### src/rtl/multiplier_sequential_n_bit.sv
// Sequential shift-add multiplier, one multiplier bit per clock, with unsigned and
// two's-complement modes. Busy/done are registered views of the FSM state.
module multiplier_sequential_n_bit #(
    parameter int unsigned DATA_WIDTH = 8
) (
    input  logic                      Clock_In,
    input  logic                      Reset_In,
    input  logic                      Start_In,
    input  logic                      Signed_Mode_In,
    input  logic [DATA_WIDTH-1:0]     Data_A_In,
    input  logic [DATA_WIDTH-1:0]     Data_B_In,
    output logic                      Busy_Out,
    output logic                      Done_Out,
    output logic [2*DATA_WIDTH-1:0]   Multiplied_Result_Out
);

    localparam int unsigned PW = 2 * DATA_WIDTH;
    localparam int unsigned CW = (DATA_WIDTH > 2) ? $clog2(DATA_WIDTH) : 1;
    localparam logic [CW-1:0] LAST = CW'(DATA_WIDTH - 1);

    typedef enum logic [1:0] {
        IDLE = 2'd0,
        CALC = 2'd1,
        DONE = 2'd2
    } state_t;

    state_t               state;
    logic [PW-1:0]        a_reg;
    logic [PW-1:0]        acc;
    logic [DATA_WIDTH-1:0] b_reg;
    logic [CW-1:0]        count;
    logic                 signed_reg;

    logic [PW-1:0]        addend;
    logic [PW-1:0]        acc_next;

    // In signed mode the multiplier MSB carries negative weight, so its partial product is subtracted.
    always_comb begin
        addend   = '0;
        acc_next = acc;
        if (b_reg[0]) begin
            addend = a_reg;
        end
        if (signed_reg && (count == LAST)) begin
            acc_next = acc - addend;
        end else begin
            acc_next = acc + addend;
        end
    end

    always_ff @(posedge Clock_In or negedge Reset_In) begin
        if (!Reset_In) begin
            state                 <= IDLE;
            a_reg                 <= '0;
            b_reg                 <= '0;
            acc                   <= '0;
            count                 <= '0;
            signed_reg            <= 1'b0;
            Busy_Out              <= 1'b0;
            Done_Out              <= 1'b0;
            Multiplied_Result_Out <= '0;
        end else begin
            Busy_Out <= (state == CALC);
            Done_Out <= (state == DONE);
            case (state)
                IDLE: begin
                    if (Start_In) begin
                        // Multiplicand is pre-extended to full product width so shifts stay exact.
                        if (Signed_Mode_In) begin
                            a_reg <= {{DATA_WIDTH{Data_A_In[DATA_WIDTH-1]}}, Data_A_In};
                        end else begin
                            a_reg <= {{DATA_WIDTH{1'b0}}, Data_A_In};
                        end
                        b_reg      <= Data_B_In;
                        signed_reg <= Signed_Mode_In;
                        acc        <= '0;
                        count      <= '0;
                        state      <= CALC;
                    end
                end
                CALC: begin
                    acc   <= acc_next;
                    a_reg <= a_reg << 1;
                    b_reg <= b_reg >> 1;
                    count <= count + CW'(1);
                    if (count == LAST) begin
                        Multiplied_Result_Out <= acc_next;
                        state                 <= DONE;
                    end
                end
                DONE: begin
                    state <= IDLE;
                end
                default: begin
                    state <= IDLE;
                end
            endcase
        end
    end

endmodule

### config.mk
export PLATFORM = sky130hd
export DESIGN_NAME = multiplier_sequential_n_bit
export DESIGN_NICKNAME = d
export VERILOG_FILES = /design/src/rtl/multiplier_sequential_n_bit.sv
export SDC_FILE = /design/constraint.sdc
export NUM_CORES = 1
export LEC_CHECK = 0
export BUFFER_PORTS_ARGS = -buffer_cell sky130_fd_sc_hd__buf_2
export CORE_UTILIZATION = 59
export CTS_CLUSTER_SIZE = 30
export DETAILED_ROUTE_END_ITERATION = 7
export PLACE_DENSITY = 0.91
export SLEW_MARGIN = 20
export SYNTH_ARGS = -nofsm -noshare
export SYNTH_HDL_FRONTEND = slang
export SYNTH_SLANG_ARGS = --single-unit
### constraint.sdc
create_clock -name Clock_In -period 4.25 [get_ports Clock_In]
set_clock_uncertainty 0.1 [all_clocks]
set_input_delay 0.6375 -clock Clock_In [delete_from_list [all_inputs] [get_ports Clock_In]]
set_output_delay 0.6375 -clock Clock_In [all_outputs]
set_load 0.03 [all_outputs]
==> impl_metrics.ini, run 1 <==
[floorplanning]
die_width_um = 80.6
die-area_um2 = 6500
rows = 28
ios = 38
start_util = 0.613
coreArea_um2 = 5960
die_y_um = 80.6

[synth]
synth_top_family_by_area = compound AO/OA/AOI/OAI gates
async_flop_share = 1.00
synth_edf_count = 0
synth_compound_area_frac = 0.229
yosys.area_share.xor_xnor = 0.0456
synth_flop_cell = dfrtp_1
syn_area_per_cell_um2 = 9.24
yosys.area_share.simple = 0.166
synth.top_cell.area_share = 0.439
synth-seq-area-share = 0.439
synthCells = 395
synth_fp_nets = 434
synth_area_um2 = 3650
synthMuxAreaShare = 0.0226
synth_cell_types = 54
ys_seq_elements = 64
synth_largest_area_cell = dfrtp_1
ys_warn_count = 0
synthTopCellsByArea = dfrtp_1 44%, nand2_1 7.4%, ha_1 6.2%, o21ai_1 5.1%, a21oi_1 3.4%
synthAdderAreaFrac = 0.0672

[clock_tree]
clkLatencyLatePin_ns = 0.35
cts_inserted_buffers = 9
cts.sinks = 64
cts_setup_buffers = 0
cts_buffer_depth = 2
htreeDepth = 3
cts.clk_slew.worst_paths_ns = 0.08
root_buffer = clkbuf_8
cts_hold_buf = 0
cts_resized = 0
tritoncts = done

[finish]
fin_nets = 470
multiInputGateArea_um2 = 1940
layout_common_cells = 72 x nand2_1, 64 x dfrtp_1, 37 x o21ai_1, 37 x buf_2, 25 x a21oi_1
drive_above_1_share = 0.156
final_area_um2 = 4150
register_area_um2 = 1600
n_antenna_cell = 0
n_fill_cell = 476
syn2layout_area_growth_pct = 13.8
mostFrequentLayoutCell = nand2_1

[drt]
avgRoutedWirePerCell_um = 15.9
drc_errors = 0
dr.pass1.iters = 6
drtAntennaViolNets = 0
vias_per_cell = 6.03
drtIter0Drc = 273
wl_mm = 8.13
vias = 3082

[timing]
fmax_ghz = 0.270
worst_slew_pin_slew_ns = 0.756
rsz0062_at_grt = false
min_period_ns = 3.70
period_share = 0.871
setup_tns_ns = 0
final_hold_viol_count = 0
setup_viol = 0
fin_ws_ns = 0.547
drv_slew = 0
slew_headroom = 0.496

[worst_hold_path]
hold_path_class = in -> async

[grt]
track_usage = 0.287
grt-ovfl-total = 0
grt_pass1_wl_mm = 14.0
grt_max_degree = 35
grt_pass1_vias = 2992
antenna_found_initial = 0

[place]
dp_worst_setup_slack_ns = 0.667
place_area_um2 = 3910
hpwl_mm = 5.79
gp_congestion = 0.966
portBuffers = 37

[worst_setup_path]
arrival_ns = 3.82
cp_max_fo = 21
critPathLaunchType = flop
required_ns = 4.36
endpoint_kind = flop
path_class = reg -> reg

[status]
status = finished clean

[job]
max-cap-violations = 0
cells by family (layout without fill, tap and decap cells):
family,count (synthesis),in the layout
AOI/OAI and AO/OA,127,127
xor gates and xnor gates,19,19
adders and majority gates,19,19
buffers and inverters,28,69
DFF,64,64
muxes,8,8
and+or+nand+nor,130,130
routing by layer:
| metal | GRT usage | vias up | part of all wire | wire length, µm |
|---|---|---|---|---|
| met3 | 0.0795 | 13 | 0.049 | 401 |
| li1 | - | 1512 | - | - |
| met5 | 0 | - | 0 | 0 |
| met1 | 0.382 | 1463 | 0.45 | 3680 |
| met4 | 0.100 | 0 | 0.015 | 120 |
| met2 | 0.448 | 94 | 0.48 | 3930 |
per-stage QoR:
step / cells / hold WS (ns) / utilization
6_report: 511 / 0.248 / 0.697
5_1_grt: 511 / 0.299 / 0.697
4_1_cts: 511 / 0.270 / 0.697
3_5_place_dp: 495 / 0.363 / 0.656
3_3_place_gp: 495 / 0.359 / 0.656
2_1_floorplan: 395 / 0.242 / -
Yosys cell counts (2+ instances only):
| cell type | count |
|---|---|
| nor2b_1 | 3 |
| o31ai_1 | 8 |
| o21ai_0 | 10 |
| and2_1 | 2 |
| nor3b_1 | 8 |
| a221o_1 | 10 |
| a21o_1 | 2 |
| nand4_1 | 2 |
| a21oi_1 | 25 |
| xor2_1 | 10 |
| a22o_1 | 3 |
| buf_1 | 3 |
| nand2b_1 | 5 |
| inv_1 | 6 |
| a21boi_1 | 3 |
| nand2_1 | 72 |
| o21bai_1 | 2 |
| nor4_1 | 2 |
| mux2i_1 | 6 |
| ha_1 | 18 |
| clkbuf_1 | 15 |
| a211oi_1 | 2 |
| o2111ai_1 | 3 |
| xnor2_1 | 9 |
| o21ai_1 | 37 |
| a31oi_1 | 3 |
| dfrtp_1 | 64 |
| nor2_1 | 17 |
| nor3_1 | 7 |
| o21a_1 | 3 |
| and4_1 | 2 |
| nand3_1 | 3 |
| a31o_1 | 3 |
| inv_2 | 3 |
| o211ai_1 | 5 |
layout make-up:
type,instances,share of cell area
repair buffers,44,0.0572
clock buffers,9,0.0298
flip-flops and latches,64,0.386
inverters,9,0.00813
well taps,75,0.0226
multi-input cells,303,0.468
clock inverters,7,0.0289
worst max-delay path, stage by stage, from the launching register on:
cell       delay (ns)
dfrtp_1          0.77
nand2_1          0.17
ha_1             0.30
nor2_1           0.21
or2_1            0.20
o211ai_1         0.12
ha_1             0.38
o21ai_0          0.11
nor2_1           0.15
nor2_1           0.10
a2111oi_0        0.63
o31a_1           0.25
o31ai_1          0.08
final timing paths:
kind / startpoint / end / slack (ns) / cells after the start
setup reg to reg: b_reg[0]$_DFFE_PN0P_ / acc[14]$_DFFE_PN0P_ / 0.55 / 12
min in group Clock_In: Multiplied_Result_Out[6]$_DFFE_PN0P_ / Multiplied_Result_Out[6]$_DFFE_PN0P_ / 0.37 / 2
hold reg to reg: Multiplied_Result_Out[6]$_DFFE_PN0P_ / Multiplied_Result_Out[6]$_DFFE_PN0P_ / 0.37 / 2
setup / recovery: b_reg[0]$_DFFE_PN0P_ / acc[14]$_DFFE_PN0P_ / 0.55 / 12
hold / removal: Reset_In / Multiplied_Result_Out[1]$_DFFE_PN0P_ / 0.25 / 1
max in group asynchronous: Reset_In / signed_reg$_DFFE_PN0P_ / 2.92 / 2
Power of run 1 is not shown: default switching activity piles up to over one toggle a cycle in this logic, so the estimate is an artifact.
==> run 2: changes to the inputs <==
--- a/config.mk
+++ b/config.mk
@@ -6,10 +6,11 @@
 export NUM_CORES = 1
 export LEC_CHECK = 0
 export BUFFER_PORTS_ARGS = -buffer_cell sky130_fd_sc_hd__buf_2
-export CORE_UTILIZATION = 59
+export CORE_UTILIZATION = 55
 export CTS_CLUSTER_SIZE = 30
 export DETAILED_ROUTE_END_ITERATION = 7
-export PLACE_DENSITY = 0.91
+export GPL_TIMING_DRIVEN = 0
+export PLACE_DENSITY = 0.86
 export SLEW_MARGIN = 20
 export SYNTH_ARGS = -nofsm -noshare
 export SYNTH_HDL_FRONTEND = slang
==> run 2 against run 1 <==
  * Hold slack improved by 0.016 ns
  * Largest cell class unchanged
  * Fmax is 7.6% lower
  * Die area up 7.1%
==> impl_metrics.ini, run 2 (synthesized netlist as in run 1, its figures left out) <==
[place]
portBuffers = 37
place_area_um2 = 3930
dpl.cell_count = 509
dp_worst_setup_slack_ns = -0.00302
gp_congestion = 0.909
hpwl_mm = 6.06

[finish]
layout_common_cells = 72 x nand2_1, 64 x dfrtp_1, 37 x o21ai_1
syn2layout_area_growth_pct = 12.7
final_cells = 524
n_fill_cell = 528
drive_above_1_share = 0.136
n_antenna_cell = 0
final_area_um2 = 4110
mostFrequentLayoutCell = nand2_1
fin_nets = 482

[timing]
slew_headroom = 0.478
whs_ns = 0.263
drv_slew = 0
worst_slew_pin_slew_ns = 0.783
final_hold_viol_count = 0
fmax_ghz = 0.250
rsz0062_at_grt = false
min_period_ns = 4.01
period_share = 0.943
setup_viol = 0
fin_ws_ns = 0.244

[worst_hold_path]
hold_path_class = in -> async

[worst_setup_path]
critPathLaunchType = flop
arrival_ns = 4.15
crit_family = compound AO/OA/AOI/OAI gates
slowest_stage = a2111oi_2
r2r_slack_ns = 0.24
max_stage_delay_ns = 0.58
r2r_start = b_reg[0]$_DFFE_PN0P_
endpoint_kind = flop
cpMostUsedCell = ha_1
cp_num_buf_inv = 2
r2r-end = acc[12]$_DFFE_PN0P_
cp_max_fo = 10
worstPathCellList = clkbuf_2 > clkbuf_1 > nand2_1 > ha_1 > nor2_1 > or2_1 > o211ai_1 > ha_1 > a2111oi_2 > a211oi_1 > or3_1 > a32o_1
cp-startpoint = b_reg[0]$_DFFE_PN0P_
path_class = reg -> reg
required_ns = 4.39
reg2reg_depth = 12

[floorplanning]
rows = 29
die_y_um = 83.4
ios = 38
start_util = 0.571
coreArea_um2 = 6390
die-area_um2 = 6960
die_width_um = 83.4

[clock_tree]
root_buffer = clkbuf_8
cts_resized = 1
cts.clk_slew.worst_paths_ns = 0.07
cts_buffer_depth = 2
clkLatencyLatePin_ns = 0.35
htreeDepth = 3
cts_hold_buf = 0
cts_setup_buffers = 0
cts_inserted_buffers = 9
tritoncts = done
cts.sinks = 64

[grt]
grt_max_degree = 65
antenna_found_initial = 0
grt-ovfl-total = 0
grt_pass1_vias = 3054
track_usage = 0.262
grt_pass1_wl_mm = 14.4

[drt]
drtIter0Drc = 243
vias_per_cell = 6.01
vias = 3149
wl_mm = 8.44
drtAntennaViolNets = 0
drc_errors = 0
dr.pass1.iters = 5
avgRoutedWirePerCell_um = 16.1

[status]
status = finished clean

[job]
max-cap-violations = 0
-- run 2: cell types whose count changed in the layout (fill, tap and decap cells not counted), moves of 2 or more --
cell,change
bufinv_16,-3
clkbuf_1,+15
buf_4,-5
clkbuf_8,+2
buf_1,+3
clkinv_4,-2
-- run 2: final cells by class --
type / instances / area [µm²] / area share
multi-input cells: 303 / 1940 / 0.473
flip-flops and latches: 64 / 1600 / 0.390
repair buffers: 37 / 188 / 0.0456
clock buffers: 12 / 155 / 0.0377
well taps: 77 / 96.3 / 0.0234
plain buffers: 19 / 76.3 / 0.0186
inverters: 9 / 33.8 / 0.00822
clock inverters: 3 / 17.5 / 0.00426
-- run 2: worst max path at each step --
stage                                                 end  slack, ns  depth (start not counted)
finish                                acc[12]$_DFFE_PN0P_       0.24                         12
global route        Multiplied_Result_Out[14]$_DFFE_PN0P_       0.04                         14
floorplan                             acc[12]$_DFFE_PN0P_       0.72                         12
global placement                      acc[12]$_DFFE_PN0P_       0.07                         12
CTS                                   acc[12]$_DFFE_PN0P_       0.20                         12
detailed placement                    acc[12]$_DFFE_PN0P_     -0.003                         12
-- run 2: stage by stage --
stage                     TNS (ns)   util
after floorplan                  0      -
final                            0  0.644
after global routing             0  0.644
after CTS                        0  0.644
after global placement           0  0.615
after detailed placement  -0.00302  0.616
-- run 2: routing by layer --
layer | vias up | part of all wire | track usage
met5 | - | 0 | 0
met4 | 0 | 0.022 | 0.0986
met3 | 23 | 0.046 | 0.0537
met2 | 104 | 0.47 | 0.424
met1 | 1494 | 0.46 | 0.349
li1 | 1528 | - | -
Power of run 2 is left out for the same reason.
